[src/rtl/systolic_skew_feeder.sv]
// Operand buffer and diagonal-skew feeder for a K x K systolic array.
// Loads A column-by-column and B row-by-row, then streams 2K-1 skewed beats.
module systolic_skew_feeder #(
  parameter int N = 32,
  parameter int K = 4
) (
  input  logic           clk,
  input  logic           clr,
  input  logic           in_valid,
  output logic           in_ready,
  input  logic [K*N-1:0] a_col,
  input  logic [K*N-1:0] b_row,
  input  logic           start,
  output logic [K*N-1:0] a_out,
  output logic [K*N-1:0] b_out,
  output logic           out_valid,
  output logic           done
);

  localparam int KW = (K > 1) ? $clog2(K) : 1;
  localparam int TW = $clog2(2 * K);
  localparam logic [KW-1:0] K_LAST = KW'(K - 1);
  localparam logic [TW-1:0] T_END  = TW'(2 * K - 1);

  typedef enum logic [1:0] {
    IDLE   = 2'd0,
    FULL   = 2'd1,
    STREAM = 2'd2,
    DONE   = 2'd3
  } state_t;

  state_t          state_r;
  state_t          state_s;
  logic [KW-1:0]   k_r;
  logic [TW-1:0]   t_r;
  logic [N-1:0]    a_buf_r [K][K];
  logic [N-1:0]    b_buf_r [K][K];
  logic [K*N-1:0]  a_beat_s;
  logic [K*N-1:0]  b_beat_s;
  logic            load_s;
  logic            beat_s;
  logic            finish_s;

  // Next-state and per-cycle action decode.
  always_comb begin
    state_s  = state_r;
    load_s   = 1'b0;
    beat_s   = 1'b0;
    finish_s = 1'b0;
    case (state_r)
      IDLE: begin
        if (in_valid) begin
          load_s  = 1'b1;
          state_s = (k_r == K_LAST) ? FULL : IDLE;
        end else begin
          state_s = IDLE;
        end
      end
      FULL: begin
        if (start) begin
          beat_s  = 1'b1;
          state_s = STREAM;
        end else begin
          state_s = FULL;
        end
      end
      STREAM: begin
        if (t_r == T_END) begin
          finish_s = 1'b1;
          state_s  = DONE;
        end else begin
          beat_s  = 1'b1;
          state_s = STREAM;
        end
      end
      DONE:    state_s = IDLE;
      default: state_s = IDLE;
    endcase
  end

  // State register.
  always_ff @(posedge clk) begin
    if (!clr) begin
      state_r <= IDLE;
    end else begin
      state_r <= state_s;
    end
  end

  // Beat t selects element c = t - lane on each lane; at most one c matches per lane.
  always_comb begin
    a_beat_s = {(K*N){1'b0}};
    b_beat_s = {(K*N){1'b0}};
    for (int i = 0; i < K; i++) begin
      for (int c = 0; c < K; c++) begin
        a_beat_s[i*N +: N] = a_beat_s[i*N +: N] |
                             ((t_r == TW'(i + c)) ? a_buf_r[i][c] : {N{1'b0}});
        b_beat_s[i*N +: N] = b_beat_s[i*N +: N] |
                             ((t_r == TW'(i + c)) ? b_buf_r[c][i] : {N{1'b0}});
      end
    end
  end

  // Operand buffers, beat counter k and step counter t.
  always_ff @(posedge clk) begin
    if (!clr) begin
      k_r <= {KW{1'b0}};
      t_r <= {TW{1'b0}};
      for (int i = 0; i < K; i++) begin
        for (int c = 0; c < K; c++) begin
          a_buf_r[i][c] <= {N{1'b0}};
          b_buf_r[i][c] <= {N{1'b0}};
        end
      end
    end else begin
      if (load_s) begin
        for (int c = 0; c < K; c++) begin
          if (k_r == KW'(c)) begin
            for (int i = 0; i < K; i++) begin
              a_buf_r[i][c] <= a_col[i*N +: N];
              b_buf_r[c][i] <= b_row[i*N +: N];
            end
          end
        end
        k_r <= (k_r == K_LAST) ? {KW{1'b0}} : k_r + KW'(1);
      end
      if (beat_s) begin
        t_r <= t_r + TW'(1);
      end else if (finish_s) begin
        t_r <= {TW{1'b0}};
      end
    end
  end

  // Registered outputs; in_ready tracks the state being entered.
  always_ff @(posedge clk) begin
    if (!clr) begin
      a_out     <= {(K*N){1'b0}};
      b_out     <= {(K*N){1'b0}};
      out_valid <= 1'b0;
      done      <= 1'b0;
      in_ready  <= 1'b1;
    end else begin
      a_out     <= beat_s ? a_beat_s : {(K*N){1'b0}};
      b_out     <= beat_s ? b_beat_s : {(K*N){1'b0}};
      out_valid <= beat_s;
      done      <= finish_s;
      in_ready  <= (state_s == IDLE);
    end
  end

endmodule

[config.mk]
export PLATFORM = sky130hd
export DESIGN_NAME = systolic_skew_feeder
export DESIGN_NICKNAME = d
export VERILOG_FILES = /design/src/rtl/systolic_skew_feeder.sv
export SDC_FILE = /design/constraint.sdc
export NUM_CORES = 1
export LEC_CHECK = 0
export ABC_AREA = 1
export BUFFER_PORTS_ARGS = -buffer_cell sky130_fd_sc_hd__buf_4
export CORE_MARGIN = 1.5
export CORE_UTILIZATION = 35
export DETAILED_ROUTE_END_ITERATION = 16
export GPL_ROUTABILITY_DRIVEN = 0
export PLACE_DENSITY = 0.55
export SLEW_MARGIN = 40
export SYNTH_ARGS = -nofsm -noshare
export SYNTH_HDL_FRONTEND = slang
export SYNTH_SLANG_ARGS = --single-unit
[constraint.sdc]
create_clock -name clk -period 10.6 [get_ports clk]
set_input_delay 2.12 -clock clk [delete_from_list [all_inputs] [get_ports clk]]
set_output_delay 2.12 -clock clk [all_outputs]
set_load 0.01 [all_outputs]
Word level (Yosys, flattened, before mapping). Memories as Yosys holds them, arrays and structs flattened. Index checks and enable logic that the tools add are counted.

Equality and inequality tests: 13. Add/sub/neg operators: 2. Muxes and demuxes: 96. Reduce and logical (&&, ||, !) cells: 6. Bitwise logic cells: 56.

Operators by type and width (count): 2-to-1 mux 32 bit (64); bitwise OR 32 bit (24); bitwise OR 1 bit (32); 2-to-1 mux 1 bit (26); == test 3 bit (second input constant) (4); == test 2 bit (second input constant) (4); case mux 2 bit (4 select lines) (1); == test 3 x 2 -> 1 bit (second input constant) (2); logical NOT 2 bit (3); 2-to-1 mux 3 bit (2); == test 2 x 1 -> 1 bit (second input constant) (2); 2-to-1 mux 2 bit (2); adder 3 x 1 -> 3 bit (second input constant) (1); == test 3 x 1 -> 1 bit (second input constant) (1); logical NOT 3 bit (1); adder 2 x 1 -> 2 bit (second input constant) (1); case mux 1 bit (2 select lines) (1); AND reduction 2 bit (1); nonzero test 2 bit (1).

RAM bits: 1024. Output and inout port bits: 259. Bits of input ports: 260. Register bits: 266. Memories kept: 2. Logic and storage cells: 183.

Memories: a_buf_r (depth 4, bits a word 128, read ports 4, clocked after Yosys merged registers in 0, write ports 4, line 36) `logic [N-1:0] a_buf_r [K][K];`; b_buf_r (depth 4, bits a word 128, read ports 4, clocked after Yosys merged registers in 0, write ports 4, line 37) `logic [N-1:0] b_buf_r [K][K];`.

Longest topological paths before layout.
Depth in word-level cells: 6. Depth in mapped cells: 12.

Least setup slack after synthesis. No wires, ideal clock.

Path kind: input port to flip-flop. From: input clr. To: memory a_buf_r[0][100] in the netlist's numbering (enable). Path slack: 2.408 ns. Arrival: 6.450 ns. Cell stages on the path: 4. Required time: 8.857 ns. Buffers on the path: 3. Cell sequence: buf_2 buf_2 buf_1 nand2_1.

RTL lines: from (decl) (line 8) `input logic clr,`; to (decl) (line 36).

==> impl_metrics.py <==
metrics = {
    "synth": {
        "synth_xor_area_share_pct": 0,
        "synth_top_area_share_pct": 57.3,
        "synthTopCellsByArea": "edfxtp_1, dfxtp_1, nand3_1",
        "synthArstFlopShare_pct": 0,
        "synthMuxAreaShare_pct": 0,
        "synth_nets": 4978,
        "synth_edf_count": 960,
        "ys_top_cells_by_count": "edfxtp_1, nor2_1, nand3_1",
        "yosysSeqAreaShare_pct": 70.4,
        "synth_compound_area_share_pct": 4.63,
        "syn_area_um2": 50300,
        "synth-simple-area-share_pct": 17.6,
        "synth_top_family_by_area": "simple AND/OR/NAND/NOR gates",
        "yosys.cell_count.top_type": "edfxtp_1",
        "yosysTopAreaCell": "edfxtp_1",
        "synth_seq_cells": 1290,
        "yosysWarnings": 0,
        "syn_avg_cell_area_um2": 10.7,
        "synth-main-ff-cell": "edfxtp_1",
        "netlist_instances": 4704,
        "synthDistinctLibCells": 26,
        "yosys.area_share.adder_pct": 0.348,
    },
    "power_and_ir_drop": {
        "p_int_mw": 9.34,
        "switching_share_pct": 25.4,
        "vdd_drop_max_mv": 0.136,
        "p_switching_mw": 3.17,
        "clockPowerShare_pct": 40.1,
        "share_comb_of_total_power_pct": 9.3,
        "powerDensity_nw_per_um2": 205,
        "p_seq_share_pct": 50.7,
        "cellLeakagePower_nw": 25.3,
    },
    "cts": {
        "cts_setup_buffers": 0,
        "post_cts_resized": 0,
        "root_buffer": "clkbuf_16",
        "h-tree-depth": 4,
        "ctsHoldBuffers": 0,
        "cts_buffers": 144,
        "clock_path_buffers": 3,
        "cts_tree": "built",
        "clk_pin_slew_ns": 0.06,
        "clock_sinks": 1290,
        "worstSkewPairLatency_ns": 0.81,
    },
    "routing": {
        "drt_iter0_markers": 2707,
        "via_per_inst": 4.94,
        "antenna_left": 0,
        "drtPass1Iterations": 5,
        "routed_wl_um": 150000,
        "via_count": 35200,
        "post_drt_wl_per_cell_um": 21.0,
        "drcViolationCount": 0,
    },
    "timing": {
        "slew_headroom_pct": 42.3,
        "fmax_ghz": 0.220,
        "fin_crit_ns": 4.55,
        "setup_viol": 0,
        "finalCritPeriodShare_pct": 42.9,
        "skew_ns": 0.0441,
        "timing.setup.tns_ns": 0,
        "hold_ws_ns": 0.478,
        "worst_pin_slew_ns": 0.866,
        "hold_viol_final": 0,
        "rsz0062_at_grt": "no",
        "timing.final.max_slew_violations": 0,
    },
    "global_route": {
        "grt_max_degree": 142,
        "grt_antenna_before_repair": 16,
        "gr-total-overflow": 0,
        "grt_pass1_vias": 35300,
        "grt_pass1_wl_um": 222000,
        "grt_use_total_pct": 20.1,
    },
    "floorplanning": {
        "boundaryPins": 519,
        "fp.dieH_um": 382,
        "fp.dieW_um": 382,
        "dieArea_um2": 146000,
        "rows": 138,
        "initial_core_util_pct": 35.4,
        "core_area_um2": 142000,
    },
    "outcome": {
        "outcome": "complete, no violations",
    },
    "worst_setup_path": {
        "critical_path_class": "in2reg",
        "cp-end-kind": "flop",
        "r2r-end": "b_out[27]$_SDFF_PN0_",
        "crit_path_end": "b_buf_r[0][15]$_DFFE_PP_",
        "required_ns": 11.26,
        "r2r_slack_ns": 6.72,
        "crit_start": "clr",
        "timing.rr.start": "t_r[2]$_SDFFE_PN0P_",
        "critical_path.max_fanout": 60,
        "r2r_cells": 10,
        "arrival_ns": 5.21,
        "start_kind": "input port",
    },
    "hold_path": {
        "holdCritPathClass": "reg2reg",
    },
    "place": {
        "place_inst": 6844,
        "port_buffers": 518,
        "hpwlAfterDp_um": 83600,
    },
    "layout": {
        "syn_to_final_growth_pct": 21.1,
        "nNetsFinal": 5378,
        "drive_gt1_share_pct": 16.2,
        "multi_input_area_um2": 11600,
        "seqCellArea_um2": 35400,
        "stdcell_count": 7123,
        "n_fill_cell": 13400,
    },
    "run": {
        "drv_cap": 0,
    },
}
==> worst min-delay path by stage <==
stage	startpoint	endpoint	cells past startpoint
2_1_floorplan	a_buf_r[2][0]$_SDFFE_PN0P_	a_buf_r[2][0]$_SDFFE_PN0P_	2
3_3_place_gp	a_buf_r[2][28]$_SDFFE_PN0P_	a_buf_r[2][28]$_SDFFE_PN0P_	2
3_5_place_dp	a_buf_r[2][18]$_SDFFE_PN0P_	a_buf_r[2][18]$_SDFFE_PN0P_	2
4_1_cts	a_buf_r[2][8]$_SDFFE_PN0P_	a_buf_r[2][8]$_SDFFE_PN0P_	2
5_1_grt	a_buf_r[2][11]$_SDFFE_PN0P_	a_buf_r[2][11]$_SDFFE_PN0P_	2
6_report	a_buf_r[2][0]$_SDFFE_PN0P_	a_buf_r[2][0]$_SDFFE_PN0P_	2
==> per-layer routing <==
| layer | up-vias | wire length [um] | global-route usage, % |
|---|---|---|---|
| met5 | - | 117 | 0 |
| met4 | 20 | 3460 | 6.25 |
| met3 | 206 | 8780 | 4.08 |
| met2 | 1035 | 73500 | 33.6 |
| met1 | 17400 | 63700 | 26.1 |
| li1 | 16500 | - | - |
==> final cells by class <==
class | count | share of cell area, %
inverters | 561 | 3.48
clock inverters | 52 | 1.08
clock buffers | 217 | 6.84
repair buffers | 576 | 7.60
diodes | 6 | 0.0246
well taps | 1890 | 3.88
flip-flops and latches | 1290 | 58.1
multi-input cells | 2531 | 19.0
==> through the flow <==
stage / instance area, um^2 / utilization, % / power (mW) / setup slack [ns]
floorplan: 50300 / - / 7.19 / 2.41
global placement: 55800 / 39.3 / 7.58 / 5.23
detailed placement: 56000 / 39.4 / 7.63 / 5.15
CTS: 60800 / 42.8 / 12.6 / 6.03
global route: 60900 / 42.9 / 13.0 / 5.84
finish: 61000 / 42.9 / 12.5 / 6.05
==> registers in the layout, summed over array words and instances, names as in the netlist <==
name	count
done	1
b_buf_r	512
a_out	128
t_r	3
in_ready	1
b_out	128
out_valid	1
state_r	2
a_buf_r	512
k_r	2
==> power by group through the flow <==
stage | sequential (mW) | clock (mW) | combinational (mW)
after detailed placement | 6.45 | 0 | 1.18
after floorplan | 6.48 | 0 | 0.704
after global routing | 6.40 | 5.31 | 1.29
final | 6.34 | 5.01 | 1.16
after CTS | 6.35 | 5.11 | 1.18
after global placement | 6.43 | 0 | 1.15
==> cells in the final DEF (no fill, tap or decap), types with 3 or more instances in the layout <==
| cell | netlist | final |
|---|---|---|
| a21oi_1 | 294 | 292 |
| a31oi_1 | 64 | 64 |
| and3_1 | 32 | 32 |
| buf_12 | 0 | 13 |
| buf_16 | 0 | 5 |
| buf_4 | 15 | 546 |
| buf_6 | 0 | 12 |
| bufinv_16 | 0 | 4 |
| clkbuf_1 | 134 | 46 |
| clkbuf_16 | 0 | 146 |
| clkbuf_8 | 0 | 25 |
| clkinv_1 | 1 | 3 |
| clkinv_16 | 0 | 8 |
| clkinv_2 | 0 | 25 |
| clkinv_8 | 0 | 3 |
| dfxtp_1 | 330 | 329 |
| diode_2 | 0 | 6 |
| edfxtp_1 | 960 | 960 |
| ha_1 | 14 | 10 |
| ha_4 | 0 | 4 |
| inv_1 | 536 | 535 |
| inv_16 | 0 | 3 |
| inv_2 | 24 | 23 |
| inv_6 | 0 | 4 |
| nand2_1 | 628 | 620 |
| nand2_4 | 1 | 7 |
| nand3_1 | 676 | 674 |
| nor2_1 | 680 | 679 |
| nor3_1 | 65 | 65 |
| o21ai_0 | 5 | 5 |
| o22ai_1 | 65 | 65 |
==> cell families after synthesis <==
kind of cell / after synthesis
simple gates: 2086
flops: 1290
buf+inv: 883
compound gates: 431
fa+ha+maj: 14
==> worst max-delay path, cell delays in order <==
cell and delay, ns:
buf_4 0.35, nand2_4 0.42, inv_2 0.66, nor2_4 0.10, nand2_4 0.43, buf_4 0.75
nand2_1 0.15, inv_2 0.10
Note: power is estimated with default switching activity, not from simulation.
